**config.mk**
```make
export PLATFORM = sky130hd
export DESIGN_NAME = alu_seq
export DESIGN_NICKNAME = d
export VERILOG_FILES = /design/src/rtl/alu_seq.sv
export SDC_FILE = /design/constraint.sdc
export NUM_CORES = 1
export LEC_CHECK = 0
export CAP_MARGIN = 20
export CORE_MARGIN = 2
export CORE_UTILIZATION = 55
export CTS_CLUSTER_DIAMETER = 100
export CTS_CLUSTER_SIZE = 8
export DETAILED_ROUTE_END_ITERATION = 8
export PLACE_DENSITY = 0.86
export SLEW_MARGIN = 20
export SYNTH_ARGS = -nofsm -noshare
export SYNTH_HDL_FRONTEND = slang
export SYNTH_SLANG_ARGS = --single-unit
```
**constraint.sdc**
```tcl
create_clock -name clk -period 4.3 [get_ports clk]
set_clock_uncertainty 0.2 [all_clocks]
set_input_delay 0.86 -clock clk [delete_from_list [all_inputs] [get_ports clk]]
set_output_delay 0.86 -clock clk [all_outputs]
set_load 0.1 [all_outputs]
```
**src/rtl/alu_seq.sv**
```systemverilog
// alu_seq: registered, parametrised ALU with a carry-flag register, a
// start/ready/done handshake and iterative multiply / variable shift.
//
// Ports
//   clk      rising-edge clock for all state
//   reset_n  asynchronous active-low reset
//   start    issue request, only sampled while ready=1
//   op       5-bit opcode
//   in_a     operand A
//   in_b     operand B (SHLN/SHRN take the count from in_b[SHW-1:0])
//   ready    high while idle and able to accept an op
//   done     one-cycle pulse when result and flags are valid
//   result   registered result, held until the next done
//   c_o      carry flag register (also the carry-in)
//   zero     registered zero flag
//   equal    registered equality flag (CMP only)
//   gt       registered signed greater-than flag (CMP only)
//   lt       registered signed less-than flag (CMP only)
module alu_seq #(
   parameter int WIDTH = 8
) (
   input  logic             clk,
   input  logic             reset_n,
   input  logic             start,
   input  logic [4:0]       op,
   input  logic [WIDTH-1:0] in_a,
   input  logic [WIDTH-1:0] in_b,
   output logic             ready,
   output logic             done,
   output logic [WIDTH-1:0] result,
   output logic             c_o,
   output logic             zero,
   output logic             equal,
   output logic             gt,
   output logic             lt
);

   localparam int SHW = $clog2(WIDTH);

   localparam logic [4:0] OP_DEC  = 5'b00010;
   localparam logic [4:0] OP_CMP  = 5'b00101;
   localparam logic [4:0] OP_ADD  = 5'b00111;
   localparam logic [4:0] OP_CLC  = 5'b01000;
   localparam logic [4:0] OP_SUB  = 5'b01110;
   localparam logic [4:0] OP_AND  = 5'b01111;
   localparam logic [4:0] OP_XOR  = 5'b10000;
   localparam logic [4:0] OP_LSR  = 5'b10001;
   localparam logic [4:0] OP_RRC  = 5'b10010;
   localparam logic [4:0] OP_LSL  = 5'b10011;
   localparam logic [4:0] OP_RLC  = 5'b10100;
   localparam logic [4:0] OP_OR   = 5'b10101;
   localparam logic [4:0] OP_ASR  = 5'b11000;
   localparam logic [4:0] OP_MUL  = 5'b11001;
   localparam logic [4:0] OP_SHLN = 5'b11010;
   localparam logic [4:0] OP_SHRN = 5'b11011;

   localparam logic [SHW-1:0] CNT_ONE  = SHW'(1);
   localparam logic [SHW-1:0] CNT_LAST = SHW'(WIDTH - 1);

   typedef enum logic [1:0] {
      S_IDLE  = 2'd0,
      S_MULT  = 2'd1,
      S_SHIFT = 2'd2
   } state_t;

   state_t               state_q, state_d;
   logic [WIDTH-1:0]     result_q, result_d;
   logic                 c_q, c_d;
   logic                 zero_q, zero_d;
   logic                 eq_q, eq_d;
   logic                 gt_q, gt_d;
   logic                 lt_q, lt_d;
   logic                 done_q, done_d;
   logic [2*WIDTH-1:0]   acc_q, acc_d;
   logic [2*WIDTH-1:0]   mcand_q, mcand_d;
   logic [WIDTH-1:0]     mplier_q, mplier_d;
   logic [WIDTH-1:0]     shreg_q, shreg_d;
   logic                 dir_q, dir_d;      // 1 = shift left
   logic [SHW-1:0]       cnt_q, cnt_d;

   logic [WIDTH:0]       add_sum_s, sub_sum_s;
   logic [2*WIDTH-1:0]   acc_nxt_s;
   logic [SHW-1:0]       n_s;
   logic                 is_shift_s;
   logic [WIDTH-1:0]     in_sh_s, sh_nxt_s;
   logic                 in_out_s, sh_out_s;
   logic [WIDTH-1:0]     r_s;
   logic                 wr_s;

   // SUB is A + ~B + cf, so cf=1 means "no borrow".
   assign add_sum_s  = {1'b0, in_a} + {1'b0, in_b}  + {{WIDTH{1'b0}}, c_q};
   assign sub_sum_s  = {1'b0, in_a} + {1'b0, ~in_b} + {{WIDTH{1'b0}}, c_q};
   assign acc_nxt_s  = acc_q + (mplier_q[0] ? mcand_q : {(2*WIDTH){1'b0}});
   assign n_s        = in_b[SHW-1:0];
   assign is_shift_s = (op == OP_SHLN) || (op == OP_SHRN);
   // The first bit of a variable shift is taken straight from in_a on the
   // start edge, giving a latency of max(n,1) edges.
   assign in_sh_s    = (op == OP_SHLN) ? {in_a[WIDTH-2:0], 1'b0} : {1'b0, in_a[WIDTH-1:1]};
   assign in_out_s   = (op == OP_SHLN) ? in_a[WIDTH-1] : in_a[0];
   assign sh_nxt_s   = dir_q ? {shreg_q[WIDTH-2:0], 1'b0} : {1'b0, shreg_q[WIDTH-1:1]};
   assign sh_out_s   = dir_q ? shreg_q[WIDTH-1] : shreg_q[0];

   assign ready  = (state_q == S_IDLE);
   assign done   = done_q;
   assign result = result_q;
   assign c_o    = c_q;
   assign zero   = zero_q;
   assign equal  = eq_q;
   assign gt     = gt_q;
   assign lt     = lt_q;

   // Next-state, datapath and flag computation.
   always_comb begin
      state_d  = state_q;
      result_d = result_q;
      c_d      = c_q;
      zero_d   = zero_q;
      eq_d     = eq_q;
      gt_d     = gt_q;
      lt_d     = lt_q;
      done_d   = 1'b0;
      acc_d    = acc_q;
      mcand_d  = mcand_q;
      mplier_d = mplier_q;
      shreg_d  = shreg_q;
      dir_d    = dir_q;
      cnt_d    = cnt_q;
      r_s      = result_q;
      wr_s     = 1'b0;

      case (state_q)
         S_IDLE: begin
            if (start) begin
               if (op == OP_MUL) begin
                  acc_d    = {(2*WIDTH){1'b0}};
                  mcand_d  = {{WIDTH{1'b0}}, in_a};
                  mplier_d = in_b;
                  cnt_d    = {SHW{1'b0}};
                  state_d  = S_MULT;
               end else if (is_shift_s && (n_s > CNT_ONE)) begin
                  shreg_d = in_sh_s;
                  dir_d   = (op == OP_SHLN);
                  cnt_d   = n_s - CNT_ONE;
                  state_d = S_SHIFT;
               end else begin
                  // Single-cycle op: result and flags land on this edge.
                  done_d = 1'b1;
                  eq_d   = 1'b0;
                  gt_d   = 1'b0;
                  lt_d   = 1'b0;
                  wr_s   = 1'b1;
                  case (op)
                     OP_ADD: begin r_s = add_sum_s[WIDTH-1:0]; c_d = add_sum_s[WIDTH]; end
                     OP_SUB: begin r_s = sub_sum_s[WIDTH-1:0]; c_d = sub_sum_s[WIDTH]; end
                     OP_DEC: r_s = in_a - {{(WIDTH-1){1'b0}}, 1'b1};
                     OP_XOR: r_s = in_a ^ in_b;
                     OP_AND: r_s = in_a & in_b;
                     OP_OR:  r_s = in_a | in_b;
                     OP_LSR: begin r_s = {1'b0, in_a[WIDTH-1:1]};      c_d = in_a[0];       end
                     OP_LSL: begin r_s = {in_a[WIDTH-2:0], 1'b0};      c_d = in_a[WIDTH-1]; end
                     OP_RRC: begin r_s = {c_q, in_a[WIDTH-1:1]};       c_d = in_a[0];       end
                     OP_RLC: begin r_s = {in_a[WIDTH-2:0], c_q};       c_d = in_a[WIDTH-1]; end
                     OP_ASR: begin r_s = {in_a[WIDTH-1], in_a[WIDTH-1:1]}; c_d = in_a[0];   end
                     OP_CMP: begin
                        wr_s   = 1'b0;
                        eq_d   = (in_a == in_b);
                        zero_d = (in_a == in_b);
                        gt_d   = ($signed(in_a) > $signed(in_b));
                        lt_d   = ($signed(in_a) < $signed(in_b));
                     end
                     OP_CLC: begin wr_s = 1'b0; c_d = 1'b0; end
                     // Only n=0 and n=1 reach here; n=0 passes A through.
                     OP_SHLN, OP_SHRN: begin
                        if (n_s == {SHW{1'b0}}) begin
                           r_s = in_a;
                        end else begin
                           r_s = in_sh_s;
                           c_d = in_out_s;
                        end
                     end
                     default: r_s = {WIDTH{1'b0}};
                  endcase
               end
            end else begin
               state_d = S_IDLE;
            end
         end

         S_MULT: begin
            acc_d    = acc_nxt_s;
            mcand_d  = {mcand_q[2*WIDTH-2:0], 1'b0};
            mplier_d = {1'b0, mplier_q[WIDTH-1:1]};
            cnt_d    = cnt_q + CNT_ONE;
            if (cnt_q == CNT_LAST) begin
               wr_s    = 1'b1;
               r_s     = acc_nxt_s[WIDTH-1:0];
               c_d     = |acc_nxt_s[2*WIDTH-1:WIDTH];
               eq_d    = 1'b0;
               gt_d    = 1'b0;
               lt_d    = 1'b0;
               done_d  = 1'b1;
               state_d = S_IDLE;
            end else begin
               state_d = S_MULT;
            end
         end

         S_SHIFT: begin
            shreg_d = sh_nxt_s;
            cnt_d   = cnt_q - CNT_ONE;
            if (cnt_q == CNT_ONE) begin
               wr_s    = 1'b1;
               r_s     = sh_nxt_s;
               c_d     = sh_out_s;
               eq_d    = 1'b0;
               gt_d    = 1'b0;
               lt_d    = 1'b0;
               done_d  = 1'b1;
               state_d = S_IDLE;
            end else begin
               state_d = S_SHIFT;
            end
         end

         default: state_d = S_IDLE;
      endcase

      if (wr_s) begin
         result_d = r_s;
         zero_d   = (r_s == {WIDTH{1'b0}});
      end else begin
         result_d = result_q;
      end
   end

   // State and output registers.
   always_ff @(posedge clk or negedge reset_n) begin
      if (!reset_n) begin
         state_q  <= S_IDLE;
         result_q <= {WIDTH{1'b0}};
         c_q      <= 1'b0;
         zero_q   <= 1'b0;
         eq_q     <= 1'b0;
         gt_q     <= 1'b0;
         lt_q     <= 1'b0;
         done_q   <= 1'b0;
         acc_q    <= {(2*WIDTH){1'b0}};
         mcand_q  <= {(2*WIDTH){1'b0}};
         mplier_q <= {WIDTH{1'b0}};
         shreg_q  <= {WIDTH{1'b0}};
         dir_q    <= 1'b0;
         cnt_q    <= {SHW{1'b0}};
      end else begin
         state_q  <= state_d;
         result_q <= result_d;
         c_q      <= c_d;
         zero_q   <= zero_d;
         eq_q     <= eq_d;
         gt_q     <= gt_d;
         lt_q     <= lt_d;
         done_q   <= done_d;
         acc_q    <= acc_d;
         mcand_q  <= mcand_d;
         mplier_q <= mplier_d;
         shreg_q  <= shreg_d;
         dir_q    <= dir_d;
         cnt_q    <= cnt_d;
      end
   end

endmodule

```
==> results by group <==
Outcome
  – Status: finished, final reports clean

Placement
  – PortBufs: 38
  – Placed insts: 992
  – Routability cong.: 1.00
  – DP Area: 7190 um^2
  – Detailed Place HPWL: 16,300 um

STA
  – Rel. slew slack: 27.5%
  – Final slew viol count: 0
  – Hold Fails Final Rpt: 0
  – Min cycle time layout: 3.92 ns
  – RSZ-0062 raised after global routing: false
  – Number of setup violations in the final report: 0
  – Fin crit share: 91.2%
  – Fmax: 255 MHz
  – Hold_ws: 0.230 ns
  – Slew @ Worst Pin: 1.09 ns

Setup path
  – WP depth: 13
  – Register-to-Register Setup Slack: 0.74 ns
  – CP max stage delay: 0.44 ns
  – Critical R2R Capture: c_o$_DFFE_PN0P_
  – Setup crit end kind: register
  – Critical path type: input pin to register
  – CP endpoint: zero$_DFFE_PN0P_
  – Worst R2R Start: mplier_q[0]$_DFFE_PN0P_
  – CP delay by family, top: compound AO/OA/AOI/OAI gates
  – Worst Setup Start Kind: input pin
  – Worst setup path start: in_a[0]
  – Slowest CP cell: clkdlybuf4s50_1
  – Reg2Reg Depth: 11
  – CP required: 4.34 ns
  – Critical-path maximum fanout: 4
  – CP arrival: 3.96 ns
  – Worst path cell trace: clkdlybuf4s50_1 > inv_1 > fa_1 > inv_1 > fa_1 > a211o_1 > o211ai_1 > a21boi_1 > a221oi_2 > o211ai_1 > a211oi_1 > o22ai_1 > o31ai_2
  – CP bufs+invs: 3

Clock network
  – Worst-case clock buffer depth: 2
  – H-tree Lvls: 3
  – Setup bufs post-CTS: 0
  – # clock sinks: 68
  – CTS root buffer: clkbuf_16
  – CTS tree: built
  – Clock slew at reported path FFs: 0.06 ns
  – Num CTS Buffers: 9
  – Clk_lat worst skew: 0.34 ns

Synth
  – Synth area leader: dfrtp_1
  – Synth Instances: 814
  – Synthesized flop and latch total: 68
  – FFs w/ async S/R, synth: 100%
  – Syn_nets: 894
  – Syn_area_per_cell: 8.00 um^2
  – Post-synth EDFFs: 0
  – Yosys top cell area share: 26.1%
  – Post-synth cell types: 86
  – Area contributors post-synth: dfrtp_1, ha_1, nand2_1
  – Synthesized area: 6510 um^2
  – Synth top cells by count: nand2_1, dfrtp_1, o21ai_0, ha_1
  – Most frequent cell after synthesis: nand2_1
  – Sequential area share after synthesis: 26.1%
  – Yosys warnings: 0
  – Top FF cell, synth: dfrtp_1

Detailed routing
  – DR WL/cell: 21.2 um
  – DR pass1 iterations: 6
  – DR vias: 6,729
  – Final wirelength: 21,400 um
  – DR iter-0 viols: 896
  – Antenna viol nets, final: 0
  – Via/cell ratio: 6.68
  – DRC viols: 0

Global routing
  – Remaining Overflow, GRT: 0
  – First-pass GRT wire length: 34,300 um
  – Largest net degree at the start of global routing: 37
  – Initial antenna violation count: 1
  – Vias in the first global route: 6,375
  – Total Routing Usage GR: 34.2%

Flow run
  – Max-Cap Viols: 0

Cells and area
  – Multi-input logic area: 4450 um^2
  – Final instance area: 7510 um^2
  – # nets final: 940
  – Inserted Diodes: 0
  – Filler instances: 945
  – Seq. cell area: 1700 um^2
  – Share of cells above drive strength 1: 10.3%
  – Area Overhead vs Synth: 15.2%
  – Post-Layout Cell Count: 1,008

Floorplanning
  – Site Rows: 39
  – I/O Pins: 39
  – Die area: 12,700 um^2
  – Die Span X: 113 um
  – Initial Util: 56.8%
  – Area of the core: 11,500 um^2
  – Die height: 113 um

Pwr
  – Pwr per Cell Area: 573 nW/um^2
  – Peak supply drop: 0.425 mV
  – Leakage: 0.00333 uW

Worst hold path
  – Worst hold path class: input pin to asynchronous set/reset pin
[routing by layer]
layer  global-route usage, %  wire length (um)  vias to the layer above
li1                        -                 -                     3088
met4                    14.1              1000                        2
met5                       0                20                        -
met2                    52.8              9390                      425
met1                    46.9              8710                     3125
met3                    7.12              2270                       89
[power by group]
| group | switching [uW] | internal (uW) | total [uW] |
|---|---|---|---|
| Combinational | 1550 | 810 | 2360 |
| Sequential | 282 | 888 | 1170 |
| Clock | 304 | 470 | 774 |
| Total | 2130 | 2170 | 4300 |
[cell families (layout without fill, tap and decap cells)]
| kind of cell | after synthesis | in the layout | synth area share (%) |
|---|---|---|---|
| buf+inv | 90 | 141 | 5.69 |
| simple gates | 299 | 299 | 22.8 |
| flops | 68 | 68 | 26.1 |
| compound gates | 255 | 255 | 27.3 |
| xor+xnor | 18 | 18 | 2.42 |
| fa+ha+maj | 56 | 56 | 11.3 |
| mux | 28 | 28 | 4.42 |
[through the flow]
stage	utilization, %	TNS (ns)	total power (uW)	setup slack (ns)
floorplan	-	0	2760	0.689
finish	65.5	0	4300	0.378
global placement	62.7	0	3380	0.0393
detailed placement	62.7	-0.0307	3430	-0.0307
global route	65.5	0	4540	0.130
CTS	65.4	0	4240	0.296
[worst min path at each step]
stage	start	end	slack (ns)	depth (start not counted)
floorplan	mcand_q[15]$_DFFE_PN0P_	mcand_q[15]$_DFFE_PN0P_	0.24	2
global placement	mcand_q[15]$_DFFE_PN0P_	mcand_q[15]$_DFFE_PN0P_	0.25	2
detailed placement	mcand_q[15]$_DFFE_PN0P_	mcand_q[15]$_DFFE_PN0P_	0.27	2
CTS	reset_n	mcand_q[0]$_DFFE_PN0P_	0.22	1
global route	reset_n	mcand_q[0]$_DFFE_PN0P_	0.23	1
finish	reset_n	result[4]$_DFFE_PN0P_	0.23	1
[layout by cell type (no fill, tap or decap), drive strengths merged, types with 6 or more instances in the layout]
cell type      count
nand2            107
dfrtp             68
o21ai             62
ha                51
a21oi             48
nor2              48
buf               47
inv               43
nand3             36
clkdlybuf4s50     36
mux2i             22
and2              21
nor3              15
xnor2             14
a31oi             13
nand2b            11
o211ai            11
o31ai             11
a221oi            11
clkbuf            10
nor3b              9
nor2b              9
o21a               9
a22o               9
o22ai              7
a2111oi            7
nand4              6
a211oi             6
mux2               6
[worst register-to-register path: stages, from the launching register on]
cell	delay, ns
dfrtp_1	0.57
and2_1	0.25
ha_1	0.22
fa_1	0.41
a21o_1	0.19
nand4_1	0.21
a31oi_1	0.15
or3_1	0.36
a221oi_1	0.35
o2111ai_1	0.19
o2111ai_1	0.22
o211ai_1	0.11
[repair_timing]
item,in CTS,in global routing
endpoints found under the setup margin,0,1
gates resized for setup,0,2
hold endpoints to repair,0,0
hold buffers,0,0
[registers in the layout (all words and copies together), names as in the netlist, 2 cells and up]
signal / cells
shreg_q: 8
mcand_q: 16
acc_q: 16
cnt_q: 3
result: 8
state_q: 2
mplier_q: 8
[final cells by class]
class / count / area share, %
multi-input combinational: 656 / 59.3
timing repair buffer: 83 / 9.47
tap: 143 / 2.38
sequential: 68 / 22.7
clock buffer: 10 / 3.18
clock inverter: 6 / 0.933
inverter: 42 / 2.10
(Power assumes the default switching activity.)
